[src/rtl/hazard_controller_if.sv]
// Handshake bundle between the uDLX pipeline datapath and its hazard controller.
// The master is the pipeline (drives decoded ID controls, branch and memory
// status); the slave is the hazard controller (drives stall/flush/forward).
interface hazard_controller_if #(
  parameter int REG_ADDR_WIDTH = 5
);
  logic                      id_valid;
  logic [REG_ADDR_WIDTH-1:0] id_rd_addr1;
  logic                      id_rd_en1;
  logic [REG_ADDR_WIDTH-1:0] id_rd_addr2;
  logic                      id_rd_en2;
  logic [REG_ADDR_WIDTH-1:0] id_wr_addr;
  logic                      id_wr_en;
  logic                      id_mem_rd_en;
  logic                      ex_branch_taken;
  logic                      mem_stall;
  logic                      stall_if_id;
  logic                      bubble_ex;
  logic                      flush_if_id;
  logic [1:0]                fwd_a_sel;
  logic [1:0]                fwd_b_sel;

  modport master (
    output id_valid, id_rd_addr1, id_rd_en1, id_rd_addr2, id_rd_en2,
           id_wr_addr, id_wr_en, id_mem_rd_en, ex_branch_taken, mem_stall,
    input  stall_if_id, bubble_ex, flush_if_id, fwd_a_sel, fwd_b_sel
  );

  modport slave (
    input  id_valid, id_rd_addr1, id_rd_en1, id_rd_addr2, id_rd_en2,
           id_wr_addr, id_wr_en, id_mem_rd_en, ex_branch_taken, mem_stall,
    output stall_if_id, bubble_ex, flush_if_id, fwd_a_sel, fwd_b_sel
  );
endinterface

[src/rtl/hazard_controller.sv]
// Pipeline sequencing controller for the uDLX ID/EX/MEM/WB pipeline.
// Shadows the register-write intent of the instructions in EX, MEM and WB,
// and from that derives load-use stalls, taken-branch flush bubbles,
// memory-wait freezes and EX operand forwarding selects.
module hazard_controller #(
  parameter int REG_ADDR_WIDTH = 5,
  parameter int BRANCH_PENALTY = 2
) (
  input  logic              clk,
  input  logic              rst,
  hazard_controller_if.slave bus
);

  localparam int AW = REG_ADDR_WIDTH;
  localparam logic [2:0] PEN_RELOAD = 3'(BRANCH_PENALTY - 1);

  typedef enum logic {
    ST_RUN   = 1'b0,
    ST_FLUSH = 1'b1
  } state_t;

  state_t        r_state;
  state_t        w_state_nxt;
  logic [2:0]    r_cnt;
  logic [2:0]    w_cnt_nxt;

  // EX shadow slot
  logic          r_ex_vld;
  logic          r_ex_we;
  logic [AW-1:0] r_ex_wa;
  logic          r_ex_ld;
  logic [AW-1:0] r_ex_s1;
  logic          r_ex_e1;
  logic [AW-1:0] r_ex_s2;
  logic          r_ex_e2;
  // MEM shadow slot
  logic          r_mem_vld;
  logic          r_mem_we;
  logic [AW-1:0] r_mem_wa;
  // WB shadow slot
  logic          r_wb_vld;
  logic          r_wb_we;
  logic [AW-1:0] r_wb_wa;

  logic          w_load_use;
  logic          w_stall;
  logic          w_bubble;
  logic          w_flush;

  // A slot writes r only when it really commits a write to a non-zero register.
  function automatic logic writes_reg(input logic vld, input logic we,
                                      input logic [AW-1:0] wa,
                                      input logic [AW-1:0] r);
    return vld & we & (wa == r) & (r != '0);
  endfunction

  // MEM result is younger than WB, so it wins when both write the source.
  function automatic logic [1:0] fwd_select(input logic [AW-1:0] src,
                                            input logic en);
    if (!r_ex_vld || !en)                           return 2'b00;
    else if (writes_reg(r_mem_vld, r_mem_we, r_mem_wa, src)) return 2'b01;
    else if (writes_reg(r_wb_vld, r_wb_we, r_wb_wa, src))    return 2'b10;
    else                                            return 2'b00;
  endfunction

  assign w_load_use = bus.id_valid & r_ex_ld &
                      ((bus.id_rd_en1 & writes_reg(r_ex_vld, r_ex_we, r_ex_wa, bus.id_rd_addr1)) |
                       (bus.id_rd_en2 & writes_reg(r_ex_vld, r_ex_we, r_ex_wa, bus.id_rd_addr2)));

  // State register: flush FSM and remaining-penalty counter
  always_ff @(posedge clk) begin
    if (rst) begin
      r_state <= ST_RUN;
      r_cnt   <= '0;
    end else begin
      r_state <= w_state_nxt;
      r_cnt   <= w_cnt_nxt;
    end
  end

  // Next-state: memory wait freezes everything, a taken branch opens a flush window
  always_comb begin
    w_state_nxt = r_state;
    w_cnt_nxt   = r_cnt;
    if (!bus.mem_stall) begin
      case (r_state)
        ST_RUN: begin
          if (bus.ex_branch_taken && (BRANCH_PENALTY > 1)) begin
            w_state_nxt = ST_FLUSH;
            w_cnt_nxt   = PEN_RELOAD;
          end
        end
        ST_FLUSH: begin
          w_cnt_nxt = r_cnt - 3'd1;
          if (r_cnt == 3'd1) w_state_nxt = ST_RUN;
        end
        default: w_state_nxt = ST_RUN;
      endcase
    end
  end

  // Outputs: prioritised memory wait, branch, flush window, load-use
  always_comb begin
    w_stall  = 1'b0;
    w_bubble = 1'b0;
    w_flush  = 1'b0;
    if (bus.mem_stall) begin
      w_stall = 1'b1;
    end else if ((r_state == ST_RUN) && bus.ex_branch_taken) begin
      w_flush  = 1'b1;
      w_bubble = 1'b1;
    end else if (r_state == ST_FLUSH) begin
      w_flush  = 1'b1;
      w_bubble = 1'b1;
    end else if (w_load_use) begin
      w_stall  = 1'b1;
      w_bubble = 1'b1;
    end
  end

  assign bus.stall_if_id = w_stall;
  assign bus.bubble_ex   = w_bubble;
  assign bus.flush_if_id = w_flush;
  assign bus.fwd_a_sel   = fwd_select(r_ex_s1, r_ex_e1);
  assign bus.fwd_b_sel   = fwd_select(r_ex_s2, r_ex_e2);

  // ---- ID -> EX -> MEM -> WB boundary: slot valid bits (reset-controlled) ----
  // Slot valids advance on every non-frozen edge; a bubble or idle ID lands as invalid
  always_ff @(posedge clk) begin
    if (rst) begin
      r_ex_vld  <= 1'b0;
      r_mem_vld <= 1'b0;
      r_wb_vld  <= 1'b0;
    end else if (!bus.mem_stall) begin
      r_wb_vld  <= r_mem_vld;
      r_mem_vld <= r_ex_vld;
      r_ex_vld  <= bus.id_valid & ~w_bubble;
    end
  end

  // ---- ID -> EX -> MEM -> WB boundary: slot payload (qualified by valid) ----
  // Slot payload follows the valids; contents of an invalid slot are don't-care
  always_ff @(posedge clk) begin
    if (!bus.mem_stall) begin
      r_wb_we  <= r_mem_we;
      r_wb_wa  <= r_mem_wa;
      r_mem_we <= r_ex_we;
      r_mem_wa <= r_ex_wa;
      r_ex_we  <= bus.id_wr_en;
      r_ex_wa  <= bus.id_wr_addr;
      r_ex_ld  <= bus.id_mem_rd_en;
      r_ex_s1  <= bus.id_rd_addr1;
      r_ex_e1  <= bus.id_rd_en1;
      r_ex_s2  <= bus.id_rd_addr2;
      r_ex_e2  <= bus.id_rd_en2;
    end
  end

endmodule

[src/flat_wrapper.sv]
// flat-port wrapper written by rule: the top's interface ports become plain ports
module hazard_controller_flat 
#(
  parameter int REG_ADDR_WIDTH = 5,
  parameter int BRANCH_PENALTY = 2
)
  (clk, rst, bus_id_valid, bus_id_rd_addr1, bus_id_rd_en1, bus_id_rd_addr2, bus_id_rd_en2, bus_id_wr_addr, bus_id_wr_en, bus_id_mem_rd_en, bus_ex_branch_taken, bus_mem_stall, bus_stall_if_id, bus_bubble_ex, bus_flush_if_id, bus_fwd_a_sel, bus_fwd_b_sel);
  hazard_controller_if #(.REG_ADDR_WIDTH(REG_ADDR_WIDTH)) bus_i ();
  input  logic clk;
  input  logic rst;
  input wire logic [$bits(bus_i.id_valid)-1:0] bus_id_valid;
  input wire logic [$bits(bus_i.id_rd_addr1)-1:0] bus_id_rd_addr1;
  input wire logic [$bits(bus_i.id_rd_en1)-1:0] bus_id_rd_en1;
  input wire logic [$bits(bus_i.id_rd_addr2)-1:0] bus_id_rd_addr2;
  input wire logic [$bits(bus_i.id_rd_en2)-1:0] bus_id_rd_en2;
  input wire logic [$bits(bus_i.id_wr_addr)-1:0] bus_id_wr_addr;
  input wire logic [$bits(bus_i.id_wr_en)-1:0] bus_id_wr_en;
  input wire logic [$bits(bus_i.id_mem_rd_en)-1:0] bus_id_mem_rd_en;
  input wire logic [$bits(bus_i.ex_branch_taken)-1:0] bus_ex_branch_taken;
  input wire logic [$bits(bus_i.mem_stall)-1:0] bus_mem_stall;
  output wire logic [$bits(bus_i.stall_if_id)-1:0] bus_stall_if_id;
  output wire logic [$bits(bus_i.bubble_ex)-1:0] bus_bubble_ex;
  output wire logic [$bits(bus_i.flush_if_id)-1:0] bus_flush_if_id;
  output wire logic [$bits(bus_i.fwd_a_sel)-1:0] bus_fwd_a_sel;
  output wire logic [$bits(bus_i.fwd_b_sel)-1:0] bus_fwd_b_sel;
  assign bus_i.id_valid = bus_id_valid;
  assign bus_i.id_rd_addr1 = bus_id_rd_addr1;
  assign bus_i.id_rd_en1 = bus_id_rd_en1;
  assign bus_i.id_rd_addr2 = bus_id_rd_addr2;
  assign bus_i.id_rd_en2 = bus_id_rd_en2;
  assign bus_i.id_wr_addr = bus_id_wr_addr;
  assign bus_i.id_wr_en = bus_id_wr_en;
  assign bus_i.id_mem_rd_en = bus_id_mem_rd_en;
  assign bus_i.ex_branch_taken = bus_ex_branch_taken;
  assign bus_i.mem_stall = bus_mem_stall;
  assign bus_stall_if_id = bus_i.stall_if_id;
  assign bus_bubble_ex = bus_i.bubble_ex;
  assign bus_flush_if_id = bus_i.flush_if_id;
  assign bus_fwd_a_sel = bus_i.fwd_a_sel;
  assign bus_fwd_b_sel = bus_i.fwd_b_sel;
  hazard_controller #(.REG_ADDR_WIDTH(REG_ADDR_WIDTH), .BRANCH_PENALTY(BRANCH_PENALTY)) u_core (.clk(clk), .rst(rst), .bus(bus_i));
endmodule
[config.mk]
export PLATFORM = sky130hd
export DESIGN_NAME = hazard_controller_flat
export DESIGN_NICKNAME = d
export VERILOG_FILES = /design/src/rtl/hazard_controller_if.sv /design/src/rtl/hazard_controller.sv /design/src/flat_wrapper.sv
export SDC_FILE = /design/constraint.sdc
export NUM_CORES = 1
export LEC_CHECK = 0
export CAP_MARGIN = 20
export CORE_ASPECT_RATIO = 0.6
export CORE_UTILIZATION = 35
export DETAILED_ROUTE_END_ITERATION = 8
export SLEW_MARGIN = 5
export SYNTH_ARGS = -nofsm -noshare
export SYNTH_HDL_FRONTEND = slang
export SYNTH_SLANG_ARGS = --single-unit
[constraint.sdc]
create_clock -name clk -period 4.14 [get_ports clk]
set_clock_uncertainty 0.2 [all_clocks]
set_input_delay 0.828 -clock clk [delete_from_list [all_inputs] [get_ports clk]]
set_output_delay 0.828 -clock clk [all_outputs]
set_load 0.02 [all_outputs]
==> results of run 1 <==
==> synth_stat cells, types with 2 or more instances <==
library cell  number  area share, %
nor2_1             8            1.8
dfxtp_1            7            8.2
a21oi_1            3           0.88
edfxtp_1          31             54
nand4_1            8            2.9
a311oi_1           2            1.0
xnor2_1           26             13
o21ai_0            3           0.88
nand3_1            4            1.2
nor4_1             4            1.5
mux2i_1            3            1.8
inv_1              4           0.88
ha_1               2            1.5
nand2_1            2           0.44
xor2_1             2            1.0
nor3_1             2           0.59
==> cell type report <==
class | instances | area (sq um)
fill | 427 | 2450
sequential | 38 | 1070
multi-input combinational | 84 | 619
timing repair buffer | 33 | 323
tap | 63 | 78.8
clock buffer | 6 | 72.6
inverter | 4 | 15.0
clock inverter | 2 | 8.76
==> layer usage <==
metal | routed length (um) | share of wire, % | vias to the layer above | global-route usage (%)
met1 | 1780 | 53 | 545 | 22.1
met5 | 0 | 0 | - | 0
met2 | 1410 | 41 | 30 | 20.0
met4 | 17 | 0.50 | 0 | 4.02
met3 | 184 | 5.4 | 2 | 4.64
li1 | - | - | 551 | -
==> per-stage QoR <==
| stage | instance area [sq um] | instances |
|---|---|---|
| floorplan | 1710 | 127 |
| global placement | 2110 | 222 |
| detailed placement | 2110 | 222 |
| CTS | 2190 | 230 |
| global route | 2190 | 230 |
| finish | 2190 | 230 |
==> power by group <==
group,internal [mW],leakage [nW],total [mW],switching [mW]
registers,0.444,0.361,0.474,0.0299
clock network,0.116,0.0426,0.237,0.122
logic,0.0567,0.309,0.0955,0.0388
total,0.616,0.712,0.807,0.191
==> final timing paths <==
path	start	endpoint	slack (ps)	cells after the start
worst max-delay path	bus_id_rd_addr2[3]	bus_stall_if_id	320	7
worst min-delay path	u_core.r_mem_we	u_core.r_wb_we	280	0
worst max register to register	u_core.r_ex_wa[1]	u_core.r_ex_vld	2530	5
worst min register to register	u_core.r_mem_we	u_core.r_wb_we	280	0
==> registers in the layout, summed over array words and instances, names as in the netlist, 3 cells and up <==
name             cells
u_core.r_ex_s1       5
u_core.r_cnt         3
u_core.r_ex_s2       5
u_core.r_wb_wa       5
u_core.r_ex_wa       5
u_core.r_mem_wa      5
==> cell families (layout without fill, tap and decap cells) <==
group / count (synthesis) / in the layout
xor+xnor: 28 / 28
flops: 38 / 38
fa+ha+maj: 2 / 2
buf+inv: 5 / 45
simple gates: 37 / 37
compound gates: 13 / 13
mux: 4 / 4
==> out/results.ini, run 1 <==
[outcome]
status=finished, final reports clean

[min_path]
hold_path.class=reg2reg

[sta]
setup_violations=0
whs_ps=275
maxSlewViolCount=0
fin_ws_ps=317
timing.slew.headroom_pct=68.6
worstMarginPinSlew_ps=465
timing.final.crit_period_ps=3820
post-route-period-util_pct=92.3
hold_viol_final=0
fmax_mhz=262
finalSetupTns_ps=0
rsz0062_at_grt=false

[logic_synthesis]
synthMuxAreaShare_pct=2.41
synth_fa_ha_area_share_pct=1.46
syn_inst=127
ys_ff_latch=38
synth_edf_count=31
synth_top_family_by_area=XOR/XNOR gates
yosysWarnings=0
synth-simple-area-share_pct=12.8
async_reset_ff_share_pct=0
synth_compound_area_share_pct=5.19
synth_fp_nets=153
synth_area_per_cell_sq_um=13.5
synth_xor_area_share_pct=14.3
ys_types=32
synth_flop_cell=edfxtp_1
ys_seq_area_share_pct=62.6
synth_area_sq_um=1710

[power_and_ir_drop]
p_leak_nw=0.712
finalPower_mw=0.807
power.density_nw_per_um2=369
peakVddDrop_mv=0.134

[worst_setup_path]
cp_top_family=buffers and inverters
cp_common_cell=clkdlybuf4s50_1
critPathBufInv=2
cpPeakStageDelay_ps=640
slowest_stage=clkdlybuf4s50_1
crit_path_start_kind=input pin
crit_path_cell_trace=clkdlybuf4s50_1 -> xnor2_1 -> nand3_1 -> a211o_1 -> o31a_1 -> o21ai_0 -> clkdlybuf4s50_1
cp.arrival_ps=2790
critPathMaxFanout=3
critPathKind=in2out
cp.required_ps=3110
worst_setup_path_end_kind=output port

[cells_and_area]
mostFrequentLayoutCells=31 x edfxtp_1, 30 x clkdlybuf4s50_1, 26 x xnor2_1, 8 x nand4_1, 8 x nor2_1
nets=192
drive_above_1_share_pct=8.98
antennaDiodeCount=0
syn2layout_area_growth_pct=27.9
postLayoutCoreUtil_pct=47.2
final_common_cell=edfxtp_1

[grt]
grt_first_pass_wirelength_um=5650
grt_max_degree=21
grt_usage_pct=14.7
grt-ovfl-total=0
antenna_found_initial=0
grt_pass1_vias=1112

[clock_tree]
clk_pin_slew_ps=70
cts_buffers=5
clock_sinks=38
cts_buffer_depth=2
cts_max_level=2
cts-root-buf=clkbuf_8
cts_resized=0
cts_tree=built
clkLatencyLatePin_ps=290
cts_hold_buf=0
postCtsSetupRepairBufs=0

[drt]
vias=1128
ant_nets=0
wl_per_cell_um=14.8
drc=0
drtIter0Drc=43
viasPerCell=4.90
routed_wl_um=3390
first_pass_iters=4

[floorplanning]
start_util_pct=36.9
die_x_um=92.3
fp-row-count=19
pin_count=31
dieArea_sq_um=5180
core_sq_um=4640
die_h_um=56.2

[job]
cap_violations=0

[placed_design]
dp_hpwl_um=2660
pre_cts_slack_ps=297
gp_congestion=0.801
numPortBuffers=30

(Power assumes the default switching activity.)
==> run 2: changes to the inputs <==
- clock period: 4.14 -> 3.94 ns (I/O delays scaled with it)
==> run 2 against run 1 <==
Die area unchanged. Non-clock buffer count stayed put. Count of clock-buffer cells in the layout increased by 2. First-iteration DRC count rose to 2.9 times the previous value. Worst hold slack worse by 11 ps. Sequential power up 5.3%. Sequential cell count stayed put. Combinational power grew 7%. Via count increased by 2.2%. Sequential share of layout area barely moved. Final area about the same.
==> out/results.ini, run 2 (same netlist as run 1, synthesis figures left out) <==
[worst_setup_path]
critPathLaunch=bus_id_rd_addr2[0]
worst_setup_path_end_kind=output port
slowest_stage=clkdlybuf4s50_1
cp_top_family=buffers and inverters
critPathKind=in2out
crit_path_start_kind=input pin
ff2ff_setup_slack_ps=2270
reg2reg_depth=5
critPathBufInv=2
cp.arrival_ps=2750
cp.required_ps=2950
cp_common_cell=clkdlybuf4s50_1
crit_path_cell_trace=clkdlybuf4s50_1 -> xnor2_1 -> nand3_1 -> a211o_1 -> o31a_1 -> o21ai_0 -> clkdlybuf4s50_1
r2r_start=u_core.r_ex_wa[1]
r2r_end=u_core.r_ex_vld
cpPeakStageDelay_ps=620
critPathMaxFanout=3

[grt]
grt_usage_pct=15.8
grt_max_degree=19
antenna_found_initial=0
grt_pass1_vias=1113
grt-ovfl-total=0
grt_first_pass_wirelength_um=5830

[power_and_ir_drop]
power.density_nw_per_um2=391
p_leak_nw=0.709
finalPower_mw=0.855
peakVddDrop_mv=0.176

[cells_and_area]
syn2layout_area_growth_pct=27.9
final_common_cell=edfxtp_1
antennaDiodeCount=0
mostFrequentLayoutCells=31 x edfxtp_1, 30 x clkdlybuf4s50_1, 26 x xnor2_1, 8 x nand4_1, 8 x nor2_1
postLayoutCoreUtil_pct=47.2
nets=192
drive_above_1_share_pct=8.38
fin_area_sq_um=2190

[floorplanning]
die_x_um=92.3
dieArea_sq_um=5180
fp-row-count=19
core_sq_um=4640
start_util_pct=36.9
pin_count=31
die_h_um=56.2

[clock_tree]
postCtsSetupRepairBufs=0
cts_buffer_depth=2
clock_sinks=38
cts_resized=0
clk_pin_slew_ps=70
clkLatencyLatePin_ps=280
cts_hold_buf=0
cts_max_level=2
cts_buffers=5
cts-root-buf=clkbuf_8
cts_tree=built

[min_path]
min_to=u_core.r_wb_we
hold_path.class=reg2reg
worst_hold_path.num_cells=0
hold_start=u_core.r_mem_we

[drt]
wl_per_cell_um=16.2
drtIter0Drc=123
ant_nets=0
vias=1153
viasPerCell=5.01
first_pass_iters=4
drc=0
routed_wl_um=3730

[sta]
worstMarginPinSlew_ps=513
rsz0062_at_grt=false
setup_violations=0
timing.final.crit_period_ps=3740
hold_viol_final=0
whs_ps=264
fmax_mhz=267
post-route-period-util_pct=94.9
maxSlewViolCount=0
timing.slew.headroom_pct=65.5
finalSetupTns_ps=0

[placed_design]
dp_hpwl_um=2860
gp_congestion=0.779
placed_area_sq_um=2110
numPortBuffers=30

[outcome]
status=finished, final reports clean

[job]
cap_violations=0

-- run 2: where the power goes --
| part | internal [mW] | leakage [nW] | switching (mW) |
|---|---|---|---|
| clock | 0.126 | 0.0395 | 0.129 |
| combinational | 0.0595 | 0.309 | 0.0424 |
| sequential | 0.466 | 0.361 | 0.0327 |
-- run 2: cell type report --
| class | count | area (sq um) |
|---|---|---|
| fill | 425 | 2450 |
| sequential | 38 | 1070 |
| multi-input combinational | 84 | 619 |
| timing repair buffer | 33 | 323 |
| clock buffer | 8 | 80.1 |
| tap | 63 | 78.8 |
| inverter | 4 | 15.0 |
-- run 2: how the worst max path moves through the flow --
stage | depth (start not counted) | end | slack [ps]
final | 7 | bus_stall_if_id | 200
after floorplan | 4 | bus_bubble_ex | 600
after CTS | 7 | bus_stall_if_id | 180
after global routing | 7 | bus_stall_if_id | 80
after global placement | 7 | bus_stall_if_id | 190
after detailed placement | 7 | bus_stall_if_id | 190
-- run 2: through the flow --
| stage | worst slack [ps] | std cells |
|---|---|---|
| after floorplan | 604 | 127 |
| after global placement | 191 | 222 |
| after detailed placement | 190 | 222 |
| after CTS | 183 | 230 |
| after global routing | 82.6 | 230 |
| final | 200 | 230 |
-- run 2: per-layer routing --
| layer | share of wire, % | GRT usage, % | wire, um |
|---|---|---|---|
| met5 | 0 | 0 | 0 |
| met4 | 1.4 | 6.47 | 51 |
| met1 | 50 | 21.8 | 1870 |
| met3 | 5.7 | 4.23 | 212 |
| met2 | 43 | 23.5 | 1600 |
==> run 3: changes to the inputs <==
- CAP_MARGIN: 20 -> 10
- CELL_PAD_IN_SITES_DETAIL_PLACEMENT: unset -> 0
- CELL_PAD_IN_SITES_GLOBAL_PLACEMENT: unset -> 1
- GPL_TIMING_DRIVEN: unset -> 0
- PLACE_DENSITY_LB_ADDON: unset -> 0.1
==> run 3 against run 2 <==
Register-to-register slack improved by 40 ps. Non-clock buffer count decreased by 2. Utilization about the same. Power decreased by 1.0%. Fmax decreased by 1.7%. Sequential share of layout area about the same. Clock power decreased by 2%. Die area unchanged. Wire length decreased by 7.3%. First-iteration DRC count decreased by 67%. Critical path type unchanged. Largest power group unchanged.
==> out/results.ini, run 3 (same netlist as run 1, synthesis figures left out) <==
[outcome]
status=finished, final reports clean

[placed_design]
dp_hpwl_um=2750
gp_congestion=0.757
numPortBuffers=29

[clock_tree]
postCtsSetupRepairBufs=0
cts-root-buf=clkbuf_8
clkLatencyLatePin_ps=280
cts_resized=0
clk_pin_slew_ps=70
cts_tree=built
cts_buffer_depth=2
cts_max_level=2
cts_buffers=5
clock_sinks=38
cts_hold_buf=0

[grt]
grt-ovfl-total=0
grt_first_pass_wirelength_um=5620
antenna_found_initial=0
grt_pass1_vias=1083
grt_max_degree=20
grt_usage_pct=14.8

[floorplanning]
die_x_um=92.3
core_sq_um=4640
dieArea_sq_um=5180
start_util_pct=36.9
fp-row-count=19
die_h_um=56.2
pin_count=31

[worst_setup_path]
worst_setup_path_end_kind=output port
crit_path_start_kind=input pin
cp.required_ps=2950
critPathMaxFanout=3
cp.arrival_ps=2820
critPathKind=in2out

[power_and_ir_drop]
p_leak_nw=0.710
peakVddDrop_mv=0.188
power.density_nw_per_um2=387

[drt]
drtIter0Drc=40
drc=0
first_pass_iters=4
wl_met1_um=1830
wl_met2_um=1400
dr_wl_met3_um=189
routed_wl_um=3460
wl_per_cell_um=15.2
viasPerCell=4.89
vias=1115
ant_nets=0
top_layer_used=met4

[sta]
timing.final.crit_period_ps=3800
fmax_mhz=263
post-route-period-util_pct=96.5
worstMarginPinSlew_ps=757
maxSlewViolCount=0
whs_ps=289
timing.slew.headroom_pct=49.5
rsz0062_at_grt=false
setup_violations=0
finalSetupTns_ps=0
hold_viol_final=0

[cells_and_area]
drive_above_1_share_pct=8.48
multiInputGateArea_sq_um=619
fill_cells=426
regArea_sq_um=1070
final_common_cell=edfxtp_1
nets=190
antennaDiodeCount=0
mostFrequentLayoutCells=31 x edfxtp_1, 29 x clkdlybuf4s50_1, 26 x xnor2_1, 8 x nand4_1, 8 x nor2_1
postLayoutCoreUtil_pct=47.2
syn2layout_area_growth_pct=27.9

[min_path]
hold_path.class=reg2reg

[job]
cap_violations=0

==> run 3: changes by cell type in the layout (fill, tap and decap cells not counted), sizes merged <==
cell and delta:
buf -1, clkbuf -2, clkdlybuf4s50 -1, clkinv +2
==> run 3: layer usage <==
layer	track usage, %	up-vias
li1	-	548
met1	21.6	526
met2	20.6	37
met3	4.37	4
met4	5.36	0
met5	0	-
==> run 3: worst max-delay path, cell delays in order <==
cell and delay (ps):
clkdlybuf4s50_1 540, xnor2_1 130, nand4_1 120, a211o_1 260, o31a_1 130, o21ai_0 190, clkdlybuf4s50_1 640
==> run 3: area by class of cell <==
| class | count | share of cell area (%) |
|---|---|---|
| Clock inverter | 2 | 0.400 |
| Buffer | 1 | 0.229 |
| Multi-Input combinational cell | 84 | 28.3 |
| Sequential cell | 38 | 48.9 |
| Tap cell | 63 | 3.60 |
| Clock buffer | 6 | 3.32 |
| Inverter | 4 | 0.686 |
| Timing Repair Buffer | 30 | 14.5 |
==> run 3: power by group <==
group / internal (mW) / switching [mW] / leakage [nW]
clock: 0.121 / 0.126 / 0.0426
sequential: 0.466 / 0.0312 / 0.361
combinational: 0.0599 / 0.0413 / 0.307
==> run 3: stage by stage <==
stage / total power, mW / setup WS, ps / cells / area, sq um
floorplan: 0.554 / 604 / 127 / 1710
global placement: 0.602 / -329 / 219 / 2080
detailed placement: 0.609 / 130 / 220 / 2110
CTS: 0.856 / 103 / 228 / 2190
global route: 0.885 / 24.0 / 228 / 2190
finish: 0.847 / 137 / 228 / 2190
==> run 3: worst paths after layout <==
kind | start | end | cells after the start | slack, ps
worst max-delay path | bus_id_rd_addr2[2] | bus_bubble_ex | 7 | 140
worst min-delay path | u_core.r_wb_vld | u_core.r_wb_vld | 2 | 290
worst max register to register | u_core.r_ex_wa[1] | u_core.r_ex_vld | 5 | 2310
worst min register to register | u_core.r_wb_vld | u_core.r_wb_vld | 2 | 290
